--- src/rtl/alu_share_arb_pkg.sv ---
// Shared definitions for the shared-ALU arbiter: ALU op codes, FSM encoding and helpers.
package alu_share_arb_pkg;

  localparam logic [2:0] OP_AND = 3'b000;
  localparam logic [2:0] OP_OR  = 3'b001;
  localparam logic [2:0] OP_ADD = 3'b010;
  localparam logic [2:0] OP_SUB = 3'b110;
  localparam logic [2:0] OP_SLT = 3'b111;

  localparam int NUM_REQ = 2;
  localparam int DATA_W  = 32;
  localparam int CTRL_W  = 3;

  typedef enum logic [1:0] {
    IDLE = 2'd0,
    EXEC = 2'd1,
    RESP = 2'd2
  } state_t;

  function automatic logic [NUM_REQ-1:0] onehot2(input logic idx);
    return idx ? 2'b10 : 2'b01;
  endfunction

endpackage

--- src/rtl/alu.sv ---
// 32-bit ALU: AND, OR, ADD, SUB, with every other ctrl code falling through to signed SLT.
module alu
  import alu_share_arb_pkg::*;
(
  input  logic [DATA_W-1:0] a,
  input  logic [DATA_W-1:0] b,
  input  logic [CTRL_W-1:0] ctrl,
  output logic [DATA_W-1:0] out,
  output logic              zero
);

  logic slt;

  always_comb begin
    slt = ($signed(a) < $signed(b));
    out = '0;
    case (ctrl)
      OP_AND:  out = a & b;
      OP_OR:   out = a | b;
      OP_ADD:  out = a + b;
      OP_SUB:  out = a - b;
      default: out = {{(DATA_W-1){1'b0}}, slt};
    endcase
    zero = (out == '0);
  end

endmodule

--- src/rtl/alu_rr_pick.sv ---
// Combinational 2-way winner selection: round-robin on a 1-bit pointer, or fixed priority to requester 0.
module alu_rr_pick
  import alu_share_arb_pkg::*;
#(
  parameter bit FAIR = 1'b1
) (
  input  logic [NUM_REQ-1:0] valid,
  input  logic               pointer,
  output logic               grant,
  output logic               any
);

  always_comb begin
    any   = |valid;
    grant = 1'b0;
    if (FAIR) begin
      // Contention resolves to the pointer; a lone requester wins outright.
      if (valid[0] && valid[1]) begin
        grant = pointer;
      end else begin
        grant = valid[1];
      end
    end else begin
      grant = ~valid[0] & valid[1];
    end
  end

endmodule

--- src/rtl/alu_share_arb.sv ---
// Two requesters share one ALU: arbitrate in IDLE, compute in EXEC, hold the result in RESP until taken.
module alu_share_arb
  import alu_share_arb_pkg::*;
#(
  parameter bit FAIR = 1'b1
) (
  input  logic                        clk,
  input  logic                        rst,
  input  logic [NUM_REQ-1:0]          req_valid,
  output logic [NUM_REQ-1:0]          req_ready,
  input  logic [NUM_REQ*DATA_W-1:0]   req_a,
  input  logic [NUM_REQ*DATA_W-1:0]   req_b,
  input  logic [NUM_REQ*CTRL_W-1:0]   req_ctrl,
  output logic [NUM_REQ-1:0]          rsp_valid,
  input  logic [NUM_REQ-1:0]          rsp_ready,
  output logic [DATA_W-1:0]           rsp_out,
  output logic                        rsp_zero,
  output logic                        busy,
  output logic                        owner
);

  state_t              state_reg, state_next;
  logic                pointer_reg, pointer_next;
  logic                owner_reg, owner_next;
  logic [DATA_W-1:0]   a_reg, a_next;
  logic [DATA_W-1:0]   b_reg, b_next;
  logic [CTRL_W-1:0]   ctrl_reg, ctrl_next;
  logic [DATA_W-1:0]   rsp_out_reg, rsp_out_next;
  logic                rsp_zero_reg, rsp_zero_next;

  logic [DATA_W-1:0]   a_slot    [NUM_REQ];
  logic [DATA_W-1:0]   b_slot    [NUM_REQ];
  logic [CTRL_W-1:0]   ctrl_slot [NUM_REQ];

  logic                grant;
  logic                any_valid;
  logic [DATA_W-1:0]   alu_out;
  logic                alu_zero;

  genvar gi;
  generate
    for (gi = 0; gi < NUM_REQ; gi++) begin : g_unpack
      assign a_slot[gi]    = req_a[gi*DATA_W +: DATA_W];
      assign b_slot[gi]    = req_b[gi*DATA_W +: DATA_W];
      assign ctrl_slot[gi] = req_ctrl[gi*CTRL_W +: CTRL_W];
    end
  endgenerate

  alu_rr_pick #(
    .FAIR (FAIR)
  ) u_pick (
    .valid   (req_valid),
    .pointer (pointer_reg),
    .grant   (grant),
    .any     (any_valid)
  );

  alu u_alu (
    .a    (a_reg),
    .b    (b_reg),
    .ctrl (ctrl_reg),
    .out  (alu_out),
    .zero (alu_zero)
  );

  always_comb begin
    state_next    = state_reg;
    pointer_next  = pointer_reg;
    owner_next    = owner_reg;
    a_next        = a_reg;
    b_next        = b_reg;
    ctrl_next     = ctrl_reg;
    rsp_out_next  = rsp_out_reg;
    rsp_zero_next = rsp_zero_reg;
    req_ready     = '0;
    rsp_valid     = '0;

    case (state_reg)
      IDLE: begin
        if (any_valid) begin
          req_ready    = onehot2(grant);
          a_next       = a_slot[grant];
          b_next       = b_slot[grant];
          ctrl_next    = ctrl_slot[grant];
          owner_next   = grant;
          // Hand priority to the requester that was just passed over.
          pointer_next = ~grant;
          state_next   = EXEC;
        end
      end
      EXEC: begin
        rsp_out_next  = alu_out;
        rsp_zero_next = alu_zero;
        state_next    = RESP;
      end
      RESP: begin
        rsp_valid = onehot2(owner_reg);
        if (rsp_ready[owner_reg]) begin
          state_next = IDLE;
        end
      end
      default: begin
        state_next = IDLE;
      end
    endcase
  end

  always_ff @(posedge clk) begin
    if (rst) begin
      state_reg    <= IDLE;
      pointer_reg  <= 1'b0;
      owner_reg    <= 1'b0;
      a_reg        <= '0;
      b_reg        <= '0;
      ctrl_reg     <= '0;
      rsp_out_reg  <= '0;
      rsp_zero_reg <= 1'b0;
    end else begin
      state_reg    <= state_next;
      pointer_reg  <= pointer_next;
      owner_reg    <= owner_next;
      a_reg        <= a_next;
      b_reg        <= b_next;
      ctrl_reg     <= ctrl_next;
      rsp_out_reg  <= rsp_out_next;
      rsp_zero_reg <= rsp_zero_next;
    end
  end

  assign rsp_out  = rsp_out_reg;
  assign rsp_zero = rsp_zero_reg;
  assign busy     = (state_reg != IDLE);
  assign owner    = owner_reg;

endmodule

--- config.mk ---
export PLATFORM = sky130hd
export DESIGN_NAME = alu_share_arb
export DESIGN_NICKNAME = d
export VERILOG_FILES = /design/src/rtl/alu_share_arb_pkg.sv /design/src/rtl/alu.sv /design/src/rtl/alu_rr_pick.sv /design/src/rtl/alu_share_arb.sv
export SDC_FILE = /design/constraint.sdc
export NUM_CORES = 1
export LEC_CHECK = 0
export BUFFER_PORTS_ARGS = -buffer_cell sky130_fd_sc_hd__buf_2
export CAP_MARGIN = 20
export CORE_UTILIZATION = 62
export DETAILED_ROUTE_END_ITERATION = 12
export GPL_TIMING_DRIVEN = 0
export PLACE_DENSITY = 0.95
export SYNTH_ARGS = -nofsm -noshare
export SYNTH_HDL_FRONTEND = slang
export SYNTH_HIERARCHICAL = 1
export SYNTH_SLANG_ARGS = --single-unit
--- constraint.sdc ---
create_clock -name clk -period 6 [get_ports clk]
set_clock_uncertainty 0.15 [all_clocks]
set_input_delay 1.5 -clock clk [delete_from_list [all_inputs] [get_ports clk]]
set_output_delay 1.5 -clock clk [all_outputs]
set_load 0.005 [all_outputs]
==> metrics.txt <==
# TYPE chip_impl_metric gauge
chip_impl_info{name="run_status",value="finished clean"} 1
chip_impl_info{name="final_cell_mix",value="sky130_fd_sc_hd__buf_2, sky130_fd_sc_hd__nand2_1, sky130_fd_sc_hd__ha_1"} 1
chip_impl_metric{name="number_of_synthesized_flops_with_an_enable_pin",unit=""} 0
chip_impl_metric{name="critPathMaxFanout",unit=""} 10
chip_impl_info{name="startpoint_to_endpoint_class_of_the_critical_path",value="input pin to output port"} 1
chip_impl_metric{name="tritoncts.num_buffers",unit=""} 9
chip_impl_metric{name="globalRoute.totalOverflow",unit=""} 0
chip_impl_info{name="tritoncts",value="done"} 1
chip_impl_metric{name="route.antenna.remaining_nets",unit=""} 0
chip_impl_info{name="timing.hold.worst_endpoint",value="rsp_out[19]$_SDFFE_PP0N_"} 1
chip_impl_metric{name="groute.usage.overall",unit=""} 0.401
chip_impl_metric{name="gpl.final_weighted_congestion",unit=""} 1.02
chip_impl_metric{name="synthDistinctLibCells",unit=""} 85
chip_impl_metric{name="grt_max_degree",unit=""} 17
chip_impl_metric{name="grt_pass1_vias",unit=""} 9479
chip_impl_metric{name="yosys.area_share.simple",unit=""} 0.154
chip_impl_metric{name="setup_total_negative_slack",unit="ns"} 0
chip_impl_info{name="critical_path.startpoint_type",value="input pin"} 1
chip_impl_info{name="most_frequent_standard_cell_in_the_layout_excluding_fill_and_tap_cells",value="sky130_fd_sc_hd__buf_2"} 1
chip_impl_metric{name="port-buffer-count",unit=""} 178
chip_impl_metric{name="vdd_ir_drop_max",unit="uV"} 163
chip_impl_info{name="dominant_combinational_cell_family_by_area_after_synthesis",value="compound AO/OA/AOI/OAI gates"} 1
chip_impl_metric{name="worst-path-buf-inv",unit=""} 6
chip_impl_metric{name="post-route-worst-setup-slack",unit="ns"} 0.816
chip_impl_info{name="crit_top_cell",value="sky130_fd_sc_hd__buf_2"} 1
chip_impl_metric{name="pwr_density_cell",unit="mW/mm2"} 248
chip_impl_metric{name="via_density_per_instance",unit=""} 6.38
chip_impl_info{name="ys_top_cells_by_area",value="sky130_fd_sc_hd__dfxtp_1, sky130_fd_sc_hd__ha_1, sky130_fd_sc_hd__mux2i_1"} 1
chip_impl_metric{name="placement.setup.worst_slack",unit="ns"} 0.827
chip_impl_metric{name="clk_pin_slew_worst_paths",unit="ns"} 0.07
chip_impl_metric{name="clock_insertion_delay_worst_skew",unit="ns"} 0.36
chip_impl_metric{name="worst_path_largest_cell_delay",unit="ns"} 0.55
chip_impl_metric{name="synthArstFlopShare",unit=""} 0
chip_impl_info{name="min-delay-path-class",value="register to register"} 1
chip_impl_metric{name="num-nets-final",unit=""} 1609
chip_impl_metric{name="synth_compound_area_frac",unit=""} 0.293
chip_impl_metric{name="multi_input_comb_area",unit="mm2"} 0.00650
chip_impl_metric{name="max-cap-violations",unit=""} 0
chip_impl_metric{name="timing.final.hold_violations",unit=""} 0
chip_impl_metric{name="cts_setup_buffers",unit=""} 0
chip_impl_metric{name="vias",unit=""} 9896
chip_impl_metric{name="yosysSeqAreaShare",unit=""} 0.224
chip_impl_metric{name="die_width",unit="um"} 125
chip_impl_metric{name="cts.hold.buffers_added",unit=""} 0
chip_impl_metric{name="total_routed_wirelength",unit="mm"} 31.7
chip_impl_metric{name="setup_viol_count_final",unit=""} 0
chip_impl_metric{name="wl_per_cell",unit="um"} 20.5
chip_impl_metric{name="final_critical_path_time_including_i_o_delays_and_setup",unit="ns"} 5.18
chip_impl_metric{name="power.combinational.fraction",unit=""} 0.460
chip_impl_metric{name="final_layout_size_suffix_gt1_frac",unit=""} 0.182
chip_impl_metric{name="number_of_cells_on_the_worst_reg_to_reg_path",unit=""} 14
chip_impl_metric{name="flow.area_growth_from_synthesis",unit="%"} 15.2
chip_impl_metric{name="max-clock-path-buffers",unit=""} 2
chip_impl_metric{name="drt_iter0_markers",unit=""} 989
chip_impl_info{name="synth_area_leader_cell",value="sky130_fd_sc_hd__dfxtp_1"} 1
chip_impl_metric{name="syn_area",unit="mm2"} 0.00931
chip_impl_metric{name="min_path_cells",unit=""} 2
chip_impl_info{name="timing.hold.worst.start",value="rsp_out[19]$_SDFFE_PP0N_"} 1
chip_impl_metric{name="die-area",unit="mm2"} 0.0155
chip_impl_metric{name="cp_data_required_time",unit="ns"} 4.35
chip_impl_metric{name="achievable-frequency",unit="MHz"} 193
chip_impl_metric{name="final_min_period_over_clock_period",unit=""} 0.864
chip_impl_metric{name="first_pass_iters",unit=""} 8
chip_impl_metric{name="avgSynthCellArea",unit="um2"} 7.94
chip_impl_metric{name="worstPathArrival",unit="ns"} 3.53
chip_impl_metric{name="antennaDiodeCount",unit=""} 0
chip_impl_metric{name="resized_cells_post_cts",unit=""} 0
chip_impl_info{name="rsz0062_at_grt",value="no"} 1
chip_impl_metric{name="clkSinkCount",unit=""} 104
chip_impl_metric{name="post-route-drc-count",unit=""} 0
chip_impl_metric{name="pwr-share-clk",unit=""} 0.232
chip_impl_metric{name="synth-warning-count",unit=""} 6
chip_impl_metric{name="detailed_place_hpwl",unit="mm"} 24.8
chip_impl_metric{name="final-seq-area",unit="mm2"} 0.00208
chip_impl_metric{name="netlist.area_leader.share",unit=""} 0.224
chip_impl_metric{name="grt_antenna_before_repair",unit=""} 0
chip_impl_metric{name="top_ports",unit=""} 179
chip_impl_metric{name="final-max-slew-violation-count",unit=""} 0
chip_impl_metric{name="placement_rows",unit=""} 44
chip_impl_metric{name="reg2reg_slack",unit="ns"} 0.86
chip_impl_metric{name="timing.max_slew.rel_slack",unit=""} 0.286
chip_impl_metric{name="p_leak",unit="nW"} 4.65
chip_impl_info{name="worstReg2RegStart",value="ctrl_reg[2]$_SDFFE_PP0P_"} 1
chip_impl_metric{name="core-area",unit="mm2"} 0.0146
chip_impl_metric{name="pwr-share-seq",unit=""} 0.308
chip_impl_info{name="cpMaxStageDelayCell",value="sky130_fd_sc_hd__clkbuf_1"} 1
chip_impl_metric{name="synthMuxAreaShare",unit=""} 0.0818
chip_impl_metric{name="initial_core_util",unit=""} 0.638
chip_impl_metric{name="n_fill_cell",unit=""} 1161
chip_impl_metric{name="slew_at_the_pin_closest_to_its_max_slew_limit",unit="ns"} 1.04
chip_impl_info{name="crit-reg2reg-capture",value="rsp_zero$_SDFFE_PP0N_"} 1
chip_impl_metric{name="ys_seq_elements",unit=""} 104
chip_impl_metric{name="die_height",unit="um"} 125
chip_impl_info{name="root_buffer",value="sky130_fd_sc_hd__clkbuf_16"} 1
chip_impl_info{name="timing.critical_path.max_delay_family",value="buffers and inverters"} 1
chip_impl_metric{name="finalCoreUtilization",unit=""} 0.736
chip_impl_metric{name="yosys.area_share.adder",unit=""} 0.145
chip_impl_metric{name="grt_pass1_wl",unit="mm"} 49.1
chip_impl_metric{name="intPower",unit="mW"} 1.54
chip_impl_metric{name="synth_xor_xnor_area_share",unit=""} 0.0235
chip_impl_metric{name="switching_part_of_the_total",unit=""} 0.422
chip_impl_info{name="synth_top_flop_cell",value="sky130_fd_sc_hd__dfxtp_1"} 1
chip_impl_metric{name="syn_inst",unit=""} 1173
chip_impl_info{name="crit_path_end_kind",value="output port"} 1
chip_impl_info{name="cells_along_the_critical_path",value="buf_2 -> a21boi_1 -> clkbuf_1 -> buf_2 -> buf_2 -> nand3_1 -> inv_1 -> buf_2"} 1
chip_impl_metric{name="htree_num_levels",unit=""} 3
chip_impl_metric{name="switching_power",unit="mW"} 1.12
chip_impl_metric{name="synth_fp_nets",unit=""} 1420
layer usage:
layer	wire [um]	vias up	global-route usage
met5	0	-	0
met4	2060	0	0.254
met3	2840	130	0.0859
met2	14700	579	0.669
met1	12100	4610	0.464
li1	-	4577	-
power groups by stage:
stage	sequential, mW	combinational [mW]	clock, mW
after floorplan	0.817	0.824	0
after global placement	0.828	1.16	0
after detailed placement	0.833	1.17	0
after CTS	0.818	1.18	0.616
after global routing	0.829	1.31	0.645
final	0.819	1.22	0.617
kinds of logic after synthesis:
| logic type | count (synthesis) |
|---|---|
| AOI/OAI and AO/OA | 378 |
| and+or+nand+nor | 304 |
| buffers and inverters | 179 |
| adders and majority gates | 107 |
| DFF | 104 |
| muxes | 76 |
| xor gates and xnor gates | 25 |
cell type report:
| class | count | share of cell area |
|---|---|---|
| clock buffer | 11 | 0.0226 |
| tap | 184 | 0.0215 |
| multi-input combinational | 890 | 0.606 |
| inverter | 100 | 0.0350 |
| clock inverter | 4 | 0.00490 |
| timing repair buffer | 178 | 0.0830 |
| buffer | 79 | 0.0335 |
| sequential | 104 | 0.194 |
per-stage QoR:
stage	cell area (um2)	total power, mW	instances	hold WS [ns]
3_5_place_dp	10400	2.00	1535	0.293
6_report	10700	2.66	1550	0.303
4_1_cts	10700	2.61	1550	0.303
2_1_floorplan	9310	1.64	1173	0.281
3_3_place_gp	10400	1.99	1535	0.290
5_1_grt	10700	2.78	1550	0.325
worst max path at each step:
stage | from | to | slack, ns | depth (start not counted)
detailed placement | req_valid[1] | req_ready[1] | 0.83 | 8
global placement | req_valid[1] | req_ready[1] | 0.86 | 8
global route | req_valid[1] | req_ready[1] | 0.67 | 8
CTS | req_valid[1] | req_ready[1] | 0.82 | 8
finish | req_valid[1] | req_ready[1] | 0.82 | 8
floorplan | req_valid[1] | req_ready[1] | 1.81 | 6
synth_stat cells, types with 4 or more instances:
| library cell | n |
|---|---|
| sky130_fd_sc_hd__a21o_1 | 16 |
| sky130_fd_sc_hd__o2bb2ai_1 | 48 |
| sky130_fd_sc_hd__o21ai_0 | 51 |
| sky130_fd_sc_hd__xnor2_1 | 19 |
| sky130_fd_sc_hd__o21a_1 | 4 |
| sky130_fd_sc_hd__o2bb2ai_2 | 19 |
| sky130_fd_sc_hd__nand4_1 | 9 |
| sky130_fd_sc_hd__buf_2 | 13 |
| sky130_fd_sc_hd__a31oi_1 | 8 |
| sky130_fd_sc_hd__nor3_1 | 15 |
| sky130_fd_sc_hd__inv_1 | 98 |
| sky130_fd_sc_hd__o311ai_0 | 4 |
| sky130_fd_sc_hd__or4_1 | 5 |
| sky130_fd_sc_hd__o31a_1 | 5 |
| sky130_fd_sc_hd__ha_1 | 105 |
| sky130_fd_sc_hd__mux2i_1 | 75 |
| sky130_fd_sc_hd__o21bai_1 | 11 |
| sky130_fd_sc_hd__o211ai_1 | 15 |
| sky130_fd_sc_hd__nor4_1 | 7 |
| sky130_fd_sc_hd__a2111oi_0 | 4 |
| sky130_fd_sc_hd__xor2_1 | 6 |
| sky130_fd_sc_hd__o31ai_1 | 7 |
| sky130_fd_sc_hd__o21ai_1 | 6 |
| sky130_fd_sc_hd__clkbuf_1 | 54 |
| sky130_fd_sc_hd__nand3_1 | 13 |
| sky130_fd_sc_hd__nor2b_1 | 10 |
| sky130_fd_sc_hd__dfxtp_1 | 104 |
| sky130_fd_sc_hd__a21oi_1 | 99 |
| sky130_fd_sc_hd__nand2b_1 | 13 |
| sky130_fd_sc_hd__buf_1 | 6 |
| sky130_fd_sc_hd__nor2_1 | 65 |
| sky130_fd_sc_hd__o22ai_1 | 24 |
| sky130_fd_sc_hd__a211oi_1 | 12 |
| sky130_fd_sc_hd__and3_1 | 5 |
| sky130_fd_sc_hd__or2_2 | 4 |
| sky130_fd_sc_hd__nand2_1 | 134 |
worst min-delay path, cell delays in order (launching register included):
cell and delay (ns):
sky130_fd_sc_hd__dfxtp_1 0.31, sky130_fd_sc_hd__nand2_1 0.05, sky130_fd_sc_hd__a21oi_1 0.05
No activity file was read; power rests on OpenSTA's default activity.
